[config.mk]
export PLATFORM = sky130hd
export DESIGN_NAME = fib_term_fifo_flat
export DESIGN_NICKNAME = d
export VERILOG_FILES = /design/src/rtl/fib_pkg.sv /design/src/rtl/fib_term_fifo_if.sv /design/src/rtl/fib_sync_fifo.sv /design/src/rtl/fib_term_fifo.sv /design/src/flat_wrapper.sv
export SDC_FILE = /design/constraint.sdc
export NUM_CORES = 1
export LEC_CHECK = 0
export CAP_MARGIN = 20
export CORE_MARGIN = 4
export CORE_UTILIZATION = 52
export CTS_BUF_LIST = sky130_fd_sc_hd__clkbuf_8
export CTS_CLUSTER_DIAMETER = 40
export DETAILED_ROUTE_END_ITERATION = 10
export DONT_BUFFER_PORTS = 1
export HOLD_SLACK_MARGIN = 0.03
export PLACE_DENSITY = 0.74
export SKIP_CTS_REPAIR_TIMING = 1
export SKIP_LAST_GASP = 1
export SYNTH_ARGS = -nofsm -noshare
export SYNTH_HDL_FRONTEND = slang
export SYNTH_SLANG_ARGS = --single-unit
[constraint.sdc]
create_clock -name clk -period 10.1 [get_ports clk]
set_input_delay 2.02 -clock clk [delete_from_list [all_inputs] [get_ports clk]]
set_output_delay 2.02 -clock clk [all_outputs]
set_load 0.02 [all_outputs]
[src/rtl/fib_pkg.sv]
// Shared definitions for the Fibonacci term path: the generator width,
// the checker state encoding and the recurrence step.
package fib_pkg;

    localparam int FIB_W = 32;

    typedef enum logic [1:0] {
        CHK_IDLE = 2'd0,
        CHK_ONE  = 2'd1,
        CHK_RUN  = 2'd2
    } chk_state_e;

    // Next Fibonacci term; the sum wraps modulo 2^FIB_W.
    function automatic logic [FIB_W-1:0] fib_next(input logic [FIB_W-1:0] a,
                                                  input logic [FIB_W-1:0] b);
        return a + b;
    endfunction

endpackage

[src/rtl/fib_term_fifo_if.sv]
// Term capture and drain handshake bundle, plus the status outputs.
// master: generator/consumer side. slave: fib_term_fifo.
interface fib_term_fifo_if #(
    parameter int DATA_W = 32,
    parameter int CNT_W  = 16
);
    logic              in_valid;
    logic [DATA_W-1:0] in_data;
    logic              in_last;
    logic              out_valid;
    logic              out_ready;
    logic [DATA_W-1:0] out_data;
    logic              out_last;
    logic              full;
    logic              empty;
    logic              overflow;
    logic              seq_err;
    logic [CNT_W-1:0]  term_cnt;

    modport master (
        output in_valid, in_data, in_last, out_ready,
        input  out_valid, out_data, out_last, full, empty, overflow, seq_err, term_cnt
    );

    modport slave (
        input  in_valid, in_data, in_last, out_ready,
        output out_valid, out_data, out_last, full, empty, overflow, seq_err, term_cnt
    );
endinterface

[src/rtl/fib_sync_fifo.sv]
// Generic first-word fall-through synchronous FIFO. Pointers carry one
// extra MSB so full and empty are distinguishable with equal low bits.
module fib_sync_fifo #(
    parameter int DEPTH = 8,
    parameter int W     = 33
) (
    input  logic         clk,
    input  logic         rst_n,
    input  logic         push,
    input  logic         pop,
    input  logic [W-1:0] wdata,
    output logic [W-1:0] rdata,
    output logic         full,
    output logic         empty
);
    localparam int AW = $clog2(DEPTH);

    logic [W-1:0] mem [DEPTH];
    logic [AW:0]  wr_ptr;
    logic [AW:0]  rd_ptr;
    logic         wr_en;
    logic         rd_en;

    assign empty = (wr_ptr == rd_ptr);
    assign full  = (wr_ptr[AW] != rd_ptr[AW]) && (wr_ptr[AW-1:0] == rd_ptr[AW-1:0]);
    assign rd_en = pop && !empty;
    // A pop in the same cycle frees the slot, so a full FIFO still accepts.
    assign wr_en = push && (!full || rd_en);
    // Head reads as zero when nothing is stored, so stale array data never leaks out.
    assign rdata = empty ? '0 : mem[rd_ptr[AW-1:0]];

    // Pointer update; both wrap modulo 2*DEPTH naturally.
    always_ff @(posedge clk or negedge rst_n) begin
        if (!rst_n) begin
            wr_ptr <= '0;
            rd_ptr <= '0;
        end else begin
            if (wr_en) wr_ptr <= wr_ptr + (AW+1)'(1);
            if (rd_en) rd_ptr <= rd_ptr + (AW+1)'(1);
        end
    end

    // Storage array; contents are don't-care after reset.
    always_ff @(posedge clk) begin
        if (wr_en) mem[wr_ptr[AW-1:0]] <= wdata;
    end

endmodule

[src/rtl/fib_term_fifo.sv]
// Fibonacci term buffer: captures generator terms into a FWFT FIFO,
// counts accepted terms per sequence and keeps sticky overflow status.
// Build option FIB_TERM_CHECK_EN adds a recurrence checker driving seq_err;
// without it seq_err is tied low. DATA_W must not exceed fib_pkg::FIB_W.
module fib_term_fifo
    import fib_pkg::*;
#(
    parameter int DATA_W = 32,
    parameter int DEPTH  = 8,
    parameter int CNT_W  = 16
) (
    input  logic         clk,
    input  logic         rst_n,
    fib_term_fifo_if.slave bus
);
    logic        pop;
    logic        accept;
    logic        drop;
    logic        restart;
    logic [DATA_W:0] head;

    assign bus.out_valid = !bus.empty;
    assign pop    = bus.out_valid && bus.out_ready;
    assign accept = bus.in_valid && (!bus.full || pop);
    assign drop   = bus.in_valid && bus.full && !pop;
    assign bus.out_data = head[DATA_W-1:0];
    assign bus.out_last = head[DATA_W];

    fib_sync_fifo #(.DEPTH(DEPTH), .W(DATA_W+1)) u_fifo (
        .clk   (clk),
        .rst_n (rst_n),
        .push  (bus.in_valid),
        .pop   (bus.out_ready),
        .wdata ({bus.in_last, bus.in_data}),
        .rdata (head),
        .full  (bus.full),
        .empty (bus.empty)
    );

    // Per-sequence term counter; a term after an accepted last restarts at 1.
    always_ff @(posedge clk or negedge rst_n) begin
        if (!rst_n) begin
            bus.term_cnt <= '0;
            restart      <= 1'b0;
        end else if (accept) begin
            restart <= bus.in_last;
            if (restart)
                bus.term_cnt <= CNT_W'(1);
            else if (bus.term_cnt != '1)
                bus.term_cnt <= bus.term_cnt + CNT_W'(1);
        end
    end

    // Sticky drop flag, cleared only by reset.
    always_ff @(posedge clk or negedge rst_n) begin
        if (!rst_n)    bus.overflow <= 1'b0;
        else if (drop) bus.overflow <= 1'b1;
    end

`ifdef FIB_TERM_CHECK_EN
    chk_state_e        state;
    chk_state_e        state_nxt;
    logic [DATA_W-1:0] prev1;
    logic [DATA_W-1:0] prev2;
    logic [DATA_W-1:0] expect_run;
    logic              bad;
    logic              seq_err_q;

    assign expect_run  = DATA_W'(fib_next(FIB_W'(prev1), FIB_W'(prev2)));
    assign bus.seq_err = seq_err_q;

    // Checker state register.
    always_ff @(posedge clk or negedge rst_n) begin
        if (!rst_n) state <= CHK_IDLE;
        else        state <= state_nxt;
    end

    // Checker next state and per-term violation detect; dropped terms never advance it.
    always_comb begin
        state_nxt = state;
        bad       = 1'b0;
        if (accept) begin
            case (state)
                CHK_IDLE: begin
                    bad       = (bus.in_data != '0);
                    state_nxt = CHK_ONE;
                end
                CHK_ONE: begin
                    bad       = (bus.in_data != DATA_W'(1));
                    state_nxt = CHK_RUN;
                end
                CHK_RUN: begin
                    bad       = (bus.in_data != expect_run);
                    state_nxt = CHK_RUN;
                end
                default: state_nxt = CHK_IDLE;
            endcase
            if (bus.in_last) state_nxt = CHK_IDLE;
        end
    end

    // History of the two previous terms, wiped at the end of a sequence.
    always_ff @(posedge clk or negedge rst_n) begin
        if (!rst_n) begin
            prev1 <= '0;
            prev2 <= '0;
        end else if (accept) begin
            if (bus.in_last) begin
                prev1 <= '0;
                prev2 <= '0;
            end else begin
                prev2 <= prev1;
                prev1 <= bus.in_data;
            end
        end
    end

    // Sticky recurrence violation flag.
    always_ff @(posedge clk or negedge rst_n) begin
        if (!rst_n)   seq_err_q <= 1'b0;
        else if (bad) seq_err_q <= 1'b1;
    end
`else
    assign bus.seq_err = 1'b0;
`endif

endmodule

[src/flat_wrapper.sv]
// flat-port wrapper written by rule: the top's interface ports become plain ports
module fib_term_fifo_flat import fib_pkg::*;
#(
    parameter int DATA_W = 32,
    parameter int DEPTH  = 8,
    parameter int CNT_W  = 16
)
  (clk, rst_n, bus_in_valid, bus_in_data, bus_in_last, bus_out_ready, bus_out_valid, bus_out_data, bus_out_last, bus_full, bus_empty, bus_overflow, bus_seq_err, bus_term_cnt);
  fib_term_fifo_if #(.DATA_W(DATA_W), .CNT_W(CNT_W)) bus_i ();
  input  logic clk;
  input  logic rst_n;
  input wire logic [$bits(bus_i.in_valid)-1:0] bus_in_valid;
  input wire logic [$bits(bus_i.in_data)-1:0] bus_in_data;
  input wire logic [$bits(bus_i.in_last)-1:0] bus_in_last;
  input wire logic [$bits(bus_i.out_ready)-1:0] bus_out_ready;
  output wire logic [$bits(bus_i.out_valid)-1:0] bus_out_valid;
  output wire logic [$bits(bus_i.out_data)-1:0] bus_out_data;
  output wire logic [$bits(bus_i.out_last)-1:0] bus_out_last;
  output wire logic [$bits(bus_i.full)-1:0] bus_full;
  output wire logic [$bits(bus_i.empty)-1:0] bus_empty;
  output wire logic [$bits(bus_i.overflow)-1:0] bus_overflow;
  output wire logic [$bits(bus_i.seq_err)-1:0] bus_seq_err;
  output wire logic [$bits(bus_i.term_cnt)-1:0] bus_term_cnt;
  assign bus_i.in_valid = bus_in_valid;
  assign bus_i.in_data = bus_in_data;
  assign bus_i.in_last = bus_in_last;
  assign bus_i.out_ready = bus_out_ready;
  assign bus_out_valid = bus_i.out_valid;
  assign bus_out_data = bus_i.out_data;
  assign bus_out_last = bus_i.out_last;
  assign bus_full = bus_i.full;
  assign bus_empty = bus_i.empty;
  assign bus_overflow = bus_i.overflow;
  assign bus_seq_err = bus_i.seq_err;
  assign bus_term_cnt = bus_i.term_cnt;
  fib_term_fifo #(.DATA_W(DATA_W), .DEPTH(DEPTH), .CNT_W(CNT_W)) u_core (.clk(clk), .rst_n(rst_n), .bus(bus_i));
endmodule
==> run metrics, run 1 <==
FFs w/ async S/R, synth=0.0897; Main synth FF type=edfxtp_1; Crit path arrival time=3.31 ns; largest net degree at the start of global routing=71; actual slew at the worst max-slew pin=1.07 ns; hpwl dp=12500 microns; Setup TNS=0 ns; Worst Clk Skew=0.0279 ns; clock period minus worst slack=5.33 ns; number of buffers created by CTS=49; Seq cells post-synth=290; Peak supply drop=220 uV; pins over their slew limit=0; Worst-Skew Late Latency=0.56 ns; CP startpoint kind=flip-flop; Top Family by Delay on Critical Path=flip-flops; TritonCTS clock tree=built; Final GP Congestion=0.808; Placement Rows=54; outcome=finished clean; share of the synthesized area in the top cell type=0.686; Routed Antenna Nets=0; WL/cell=24.1 microns; EDFF count, synth=264; sequential area share after synthesis=0.743; Static Leak=4.34 nW; CP bufs+invs=2; diodes inserted=0; fillers=1578; CP max stage delay=1.08 ns; Post-synth top cells=edfxtp_1 (264), mux4_2 (66), nor2_1 (37); GRT Overall Usage=0.186; syn avg cell area=20.0 sq um; Max Cap Violations=0; Mapped Cells=578; Crit Path Class=flip-flop to output pin; grt total ovfl=0; fmax=188 MHz; most frequent cell after synthesis=edfxtp_1; Initial Util=0.529; Die H=157 microns; synthesis-to-layout area growth=10.9%; Iter 0 DRT Violations=415; CTS root buffer=clkbuf_8; leading area contributor after synthesis=edfxtp_1; setup violators final=0; RSZ-0062 raised after global routing=false; worst slack at placement=5.29 ns; # DRC=0; drt total wl=22400 microns; Die Area=24700 sq um; IO Port Bufs=0; Worst setup EP type=output pin; number of global-route vias before repair=6153; Final period util=0.527; worst hold path type=flip-flop to flip-flop; Worst Path Required=8.08 ns; I/O Pins=91; worst rel slew slack=0.287; CP Cell Sequence=xor2_1 -> nor4b_4 -> buf_4 -> inv_1; H-tree Lvls=2; Netlist Area Pre-Place=11500 sq um; post-route setup slack=4.77 ns; Via density=6.04; initial antenna violation count=0; core box area=21800 sq um; final hold slack=0.488 ns; Pwr Total=0.00388 W; Final Hold Fails=0; via count=5610; clock sinks=290; Max Root-Sink Buffers=3; Clock transition at path regs=0.05 ns; layout net count=652; share of cells above drive strength 1=0.250; first drt pass iteration count=5; Pwr per Cell Area=303 nW/um^2; worst-path fanout max=70; CP max-delay cell=dfrtp_4; Synth warnings=0; Die Wd=157 microns; final core utilization=0.587; post-synth cell types=50; post-synth net total=618; first-pass GRT wire length=35000 microns; synth top area cells=edfxtp_1 (69%), mux4_2 (13%), dfrtp_1 (5.6%)
==> registers in the layout (all words and copies together) (netlist names) <==
| name | flops |
|---|---|
| u_core.restart | 1 |
| u_core.bus.term_cnt | 16 |
| u_core.u_fifo.rd_ptr | 4 |
| u_core.u_fifo.wr_ptr | 4 |
| u_core.u_fifo.mem | 264 |
| u_core.bus.overflow | 1 |
==> report_power, final <==
group	internal (W)	total (W)	switching, W
Clock	0.000539	0.000990	0.000451
Sequential	0.00153	0.00174	0.000214
Combinational	0.000465	0.00115	0.000689
Total	0.00253	0.00388	0.00135
==> logic make-up (layout without fill, tap and decap cells) <==
group / Yosys count / count (layout) / share of synthesized area
AO/OA/AOI/OAI: 26 / 26 / 0.0198
XOR/XNOR: 10 / 10 / 0.00758
adder cells (fa/ha/maj): 3 / 3 / 0.00325
buffers and inverters: 39 / 110 / 0.0204
flip-flops: 290 / 290 / 0.743
multiplexers: 100 / 100 / 0.158
other: 1 / 1 / 0.000325
AND/OR/NAND/NOR: 109 / 109 / 0.0477
==> per-layer routing <==
layer,vias up,track usage,part of all wire
li1,2425,-,-
met1,2931,0.246,0.40
met2,222,0.305,0.50
met3,32,0.0539,0.081
met4,0,0.0545,0.016
met5,-,0,0
==> path summary, 6_finish.rpt <==
check | depth (start not counted) | start | slack, ns | end
setup / recovery | 4 | u_core.u_fifo.rd_ptr[1] | 4.77 | bus_out_valid
hold / removal | 1 | u_core.u_fifo.rd_ptr[3] | 0.49 | u_core.u_fifo.rd_ptr[3]
setup reg to reg | 6 | u_core.u_fifo.rd_ptr[1] | 5.97 | u_core.u_fifo.mem[6][1]
hold reg to reg | 1 | u_core.u_fifo.rd_ptr[3] | 0.49 | u_core.u_fifo.rd_ptr[3]
max in group asynchronous | 0 | rst_n | 8.84 | u_core.u_fifo.rd_ptr[2]
min in group asynchronous | 0 | rst_n | 1.17 | u_core.u_fifo.wr_ptr[3]
==> layout by cell type (no fill, tap or decap), types with 3 or more instances in the layout <==
cell type,instances
a21oi_1,4
a221o_1,4
buf_4,14
bufinv_16,3
clkbuf_8,50
clkinv_1,8
clkinv_2,5
dfrtp_1,23
edfxtp_1,264
ha_1,3
inv_1,25
mux2i_1,33
mux4_2,66
nand2_1,19
nand3_1,12
nand4_1,4
nor2_1,37
nor2b_1,5
nor3_1,5
nor4_1,7
o21ai_0,4
xnor2_1,6
xor2_1,4
==> per-stage QoR <==
step                std cells  instance area, sq um
floorplan                 578                 11500
global placement          840                 11900
detailed placement        840                 11900
CTS                       928                 12800
global route              929                 12800
finish                    929                 12800
==> final cells by class <==
type,instances,area (sq um),area share
Clock buffer,50,688,0.0537
Sequential cell,290,8590,0.670
Inverter,7,26.3,0.00205
Timing Repair Buffer,15,133,0.0104
Multi-Input combinational cell,249,2780,0.217
Clock inverter,38,245,0.0191
Tap cell,280,350,0.0273
(Power assumes the default switching activity.)
==> run 2: changes to the inputs <==
==> constraint.sdc (replaced) <==
create_clock -name clk -period 5.13 [get_ports clk]
set_input_delay 1.026 -clock clk [delete_from_list [all_inputs] [get_ports clk]]
set_output_delay 1.026 -clock clk [all_outputs]
set_load 0.02 [all_outputs]
==> run metrics, run 2 (synthesis gave the netlist of run 1 again) <==
synthesis-to-layout area growth=10.5% (was 10.9%); fin cells=929 (unchanged); max reg flops=264 (unchanged); layout net count=653 (was 652); Static Leak=4.29 nW (was 4.34 nW); Final GP Congestion=0.854 (was 0.808); number of buffers created by CTS=47 (was 49); grt total ovfl=0 (unchanged); commonest non-fill, non-tap cell in the layout=edfxtp_1 (unchanged); drt total wl=22300 microns (was 22400 microns); Iter 0 DRT Violations=472 (was 415); Placement Rows=54 (unchanged); Worst Clk Skew=0.0112 ns (was 0.0279 ns); actual slew at the worst max-slew pin=1.02 ns (was 1.07 ns); CTS root buffer=clkbuf_8 (unchanged); Max Root-Sink Buffers=3 (unchanged); pins over their slew limit=0 (unchanged); IO Port Bufs=0 (unchanged); Initial Util=0.529 (unchanged); Via density=5.96 (was 6.04); number of global-route vias before repair=5845 (was 6153); Crit path arrival time=3.14 ns (was 3.31 ns); first drt pass iteration count=5 (unchanged); fmax=240 MHz; core box area=21800 sq um (unchanged); outcome=finished clean (unchanged); final hold slack=0.166 ns (was 0.488 ns); worst-path fanout max=43 (was 70); hpwl dp=12700 microns (was 12500 microns); WL/cell=24.0 microns (was 24.1 microns); Max Cap Violations=0 (unchanged); initial antenna violation count=0 (unchanged); Die Area=24700 sq um (unchanged); setup violators final=0 (unchanged); RSZ-0062 raised after global routing=false (unchanged); Pwr per Cell Area=588 nW/um^2 (was 303 nW/um^2); Routed Antenna Nets=0 (unchanged); most frequent cells in the layout=edfxtp_1 (264), mux4_2 (66), clkbuf_8 (49) (was edfxtp_1 (264), mux4_2 (66), clkbuf_8 (50)); # DRC=0 (unchanged); clock period minus worst slack=4.17 ns; Peak supply drop=361 uV (was 220 uV); worst rel slew slack=0.319 (was 0.287); Crit Path Class=flip-flop to output pin (unchanged); Final period util=0.812; Final Hold Fails=0 (unchanged); CP startpoint kind=flip-flop (unchanged); diodes inserted=0 (unchanged); Die Wd=157 microns (unchanged); first-pass GRT wire length=34100 microns (was 35000 microns); Die H=157 microns (unchanged); Clock transition at path regs=0.06 ns (was 0.05 ns); Cells after DPL=843 (was 840); Worst-Skew Late Latency=0.56 ns (about the same); clock sinks=290 (unchanged); largest net degree at the start of global routing=70 (was 71); H-tree Lvls=2 (unchanged); worst hold path type=primary input to async pin (was flip-flop to flip-flop); Worst Path Required=4.10 ns (was 8.08 ns); share of cells above drive strength 1=0.248 (was 0.250); Setup TNS=0 ns (unchanged); TritonCTS clock tree=built (unchanged); GRT Overall Usage=0.183 (was 0.186); Worst setup EP type=output pin (unchanged); I/O Pins=91 (unchanged); via count=5535 (was 5610)
[run 2: cell types whose count changed in the layout (fill, tap and decap cells not counted), sizes merged]
cell      change
buf           +3
inv           -7
clkinvlp      +1
clkbuf        -1
clkinv        +6
bufinv        -2
[run 2: critical path, cell delays in order, from the launching register on]
cell and delay [ns]:
dfrtp_4 0.77, buf_4 0.78, mux4_2 0.59, mux2i_1 0.24, nor2_1 0.16
[run 2: area by class of cell]
class                           instances  area (sq um)
Clock buffer                           49           674
Multi-Input combinational cell        249          2800
Inverter                                7          26.3
Fill cell                            1554          9060
Timing Repair Buffer                   18           139
Tap cell                              280           350
Sequential cell                       290          8590
Clock inverter                         36           183
[run 2: path summary, 6_finish.rpt]
kind / end / cells past startpoint / slack, ns / startpoint
max in group asynchronous: u_core.u_fifo.rd_ptr[0] / 0 / 4.88 / rst_n
max: bus_out_data[1] / 4 / 0.96 / u_core.u_fifo.rd_ptr[0]
min in group clk: u_core.u_fifo.rd_ptr[3] / 1 / 0.49 / u_core.u_fifo.rd_ptr[3]
min: u_core.bus.term_cnt[14] / 0 / 0.17 / rst_n
min reg2reg: u_core.u_fifo.rd_ptr[3] / 1 / 0.49 / u_core.u_fifo.rd_ptr[3]
max reg2reg: u_core.u_fifo.mem[4][29] / 5 / 1.87 / u_core.u_fifo.rd_ptr[0]
[run 2: through the flow]
step | worst slack (ns) | area, sq um | power, W | util
2_1_floorplan | 0.220 | 11600 | 0.00525 | -
3_3_place_gp | 1.46 | 11900 | 0.00572 | 0.545
3_5_place_dp | 1.40 | 11900 | 0.00580 | 0.545
4_1_cts | 0.806 | 12700 | 0.00761 | 0.584
5_1_grt | 0.683 | 12800 | 0.00790 | 0.585
6_report | 0.964 | 12800 | 0.00750 | 0.585
[run 2: power breakdown]
group / total [W] / switching [W] / internal, W / leakage (nW)
logic: 0.00235 / 0.00144 / 0.000911 / 1.10
registers: 0.00334 / 0.000336 / 0.00300 / 2.71
clock network: 0.00181 / 0.000871 / 0.000939 / 0.485
[run 2: metal layers]
layer	global-route usage	vias up	part of all wire
met3	0.0624	34	0.085
met2	0.305	192	0.50
met1	0.232	2880	0.40
met4	0.0496	0	0.016
met5	0	-	0
li1	-	2429	-
==> run 3: changes to the inputs <==
==> constraint.sdc (replaced) <==
create_clock -name clk -period 4.3 [get_ports clk]
set_input_delay 0.86 -clock clk [delete_from_list [all_inputs] [get_ports clk]]
set_output_delay 0.86 -clock clk [all_outputs]
set_load 0.02 [all_outputs]
==> run metrics, run 3 (synthesis gave the netlist of run 1 again) <==
outcome=finished clean (unchanged); Pwr per Cell Area=702 nW/um^2 (was 588 nW/um^2); diodes inserted=0 (unchanged); Placement Rows=54 (unchanged); CP bufs+invs=1 (unchanged); Sw Share=0.350 (was 0.353); number of buffers created by CTS=47 (unchanged); largest net degree at the start of global routing=70 (unchanged); TritonCTS clock tree=built (unchanged); commonest non-fill, non-tap cell in the layout=edfxtp_1 (unchanged); Worst-Skew Late Latency=0.56 ns (about the same); Initial Util=0.529 (unchanged); first-pass GRT wire length=34400 microns (was 34100 microns); worst rel slew slack=0.319 (about the same); dpl cell area=11900 sq um (about the same); grt total ovfl=0 (unchanged); Worst setup EP type=output pin (unchanged); multi-input combinational cell area=2810 sq um (was 2800 sq um); register area=8590 sq um (unchanged); Setup TNS=0 ns (unchanged); CP startpoint kind=flip-flop (unchanged); Die H=157 microns (unchanged); initial antenna violation count=0 (unchanged); worst hold path type=primary input to async pin (unchanged); CP Cell Sequence=buf_4 -> mux4_2 -> mux2i_1 -> nor2_1 (unchanged); Int Pwr=0.00583 W (was 0.00485 W); Final GP Congestion=0.821 (was 0.854); Clock transition at path regs=0.06 ns (about the same); finished layout cell area=12800 sq um (about the same); Routed Antenna Nets=0 (unchanged); actual slew at the worst max-slew pin=1.02 ns (about the same); share of cells above drive strength 1=0.250 (was 0.248); WL/cell=23.8 microns (was 24.0 microns); Max Root-Sink Buffers=3 (unchanged); CP max stage delay=0.76 ns (was 0.78 ns); I/O Pins=91 (unchanged); Peak supply drop=438 uV (was 361 uV); Worst Path Required=3.44 ns (was 4.10 ns); Static Leak=4.28 nW (was 4.29 nW); clock share of power=0.240 (was 0.241); clock sinks=290 (unchanged); Die Area=24700 sq um (unchanged); number of global-route vias before repair=5940 (was 5845); IO Port Bufs=0 (unchanged); Crit path arrival time=2.74 ns (was 3.14 ns); NetSw=0.00314 W (was 0.00265 W); most frequent cells in the layout=edfxtp_1 (264), mux4_2 (66), clkbuf_8 (51) (was edfxtp_1 (264), mux4_2 (66), clkbuf_8 (49)); hpwl dp=12600 microns (was 12700 microns); GRT Overall Usage=0.183 (about the same); RSZ-0062 raised after global routing=false (unchanged); Crit Path Class=flip-flop to output pin (unchanged); H-tree Lvls=2 (unchanged); Top Family by Delay on Critical Path=buffers and inverters (was multiplexers); layout net count=651 (was 653); worst reg2reg setup slack=1.30 ns (was 1.87 ns); Final period util=0.838; clock period minus worst slack=3.60 ns; Final Hold Fails=0 (unchanged); Max Cap Violations=0 (unchanged); drt total wl=22000 microns (was 22300 microns); CP max-delay cell=buf_4 (unchanged); core box area=21800 sq um (unchanged); setup violators final=0 (unchanged); Iter 0 DRT Violations=543 (was 472); fillers=1533 (was 1554); Worst Clk Skew=0.0300 ns (was 0.0112 ns); max reg flops=264 (unchanged); Via density=5.96 (about the same); synthesis-to-layout area growth=10.7% (was 10.5%); pins over their slew limit=0 (unchanged); via count=5511 (was 5535); Comb power frac=0.322 (was 0.314); first drt pass iteration count=5 (unchanged); Seq pwr share=0.438 (was 0.445); Die Wd=157 microns (unchanged); worst-path fanout max=69 (was 43); fmax=277 MHz; # DRC=0 (unchanged); CTS root buffer=clkbuf_8 (unchanged)
run 3: cell types whose count changed in the layout (fill, tap and decap cells not counted):
cell	delta
buf_4	-5
nor4_4	+1
clkinv_4	-1
clkinv_1	-2
clkbuf_8	+2
inv_8	-1
clkinvlp_4	+1
buf_6	+1
clkinv_2	+1
buf_12	+2
inv_1	-3
nor4_2	-1
run 3: final timing paths:
check	start	endpoint	cells past startpoint
max	u_core.u_fifo.rd_ptr[1]	bus_out_data[21]	4
min	rst_n	u_core.u_fifo.rd_ptr[1]	1
max reg2reg	u_core.u_fifo.wr_ptr[0]	u_core.u_fifo.mem[4][16]	5
min reg2reg	u_core.u_fifo.wr_ptr[3]	u_core.u_fifo.wr_ptr[3]	1
max in group asynchronous	rst_n	u_core.u_fifo.rd_ptr[0]	1
min in group clk	bus_in_data[1]	u_core.u_fifo.mem[7][1]	0
run 3: through the flow:
stage                     cells  hold WS, ns  setup slack [ns]  utilization  total power (W)
final                       924        0.116             0.695        0.586          0.00898
after global routing        924        0.107             0.568        0.586          0.00946
after CTS                   921      -0.0344             0.644        0.584          0.00908
after detailed placement    839        0.482              1.03        0.545          0.00692
after global placement      839        0.482              1.18        0.545          0.00683
after floorplan             578        0.462             0.113            -          0.00627
run 3: power groups by stage:
stage | clock, W | sequential, W | combinational [W]
floorplan | 0 | 0.00386 | 0.00241
global placement | 0 | 0.00394 | 0.00289
detailed placement | 0 | 0.00398 | 0.00294
CTS | 0.00220 | 0.00393 | 0.00295
global route | 0.00234 | 0.00397 | 0.00314
finish | 0.00216 | 0.00393 | 0.00289
run 3: routing by layer:
| layer | global-route usage | up-vias | share of wire |
|---|---|---|---|
| li1 | - | 2423 | - |
| met1 | 0.245 | 2841 | 0.40 |
| met2 | 0.296 | 206 | 0.49 |
| met3 | 0.0533 | 41 | 0.089 |
| met4 | 0.0541 | 0 | 0.020 |
| met5 | 0 | - | 0 |
run 3: layout make-up:
class                      count  area share
tap                          280      0.0274
inverter                       7     0.00206
clock buffer                  51      0.0549
timing repair buffer          16      0.0119
multi-input combinational    249       0.220
clock inverter                31      0.0122
sequential                   290       0.672
run 3: worst register-to-register path, cell delays in order (launching register included):
cell and delay [ns]:
dfrtp_1 0.66, xor2_1 0.36, or4_4 0.25, o21ai_4 0.18, nor4b_4 0.63, buf_4 0.52
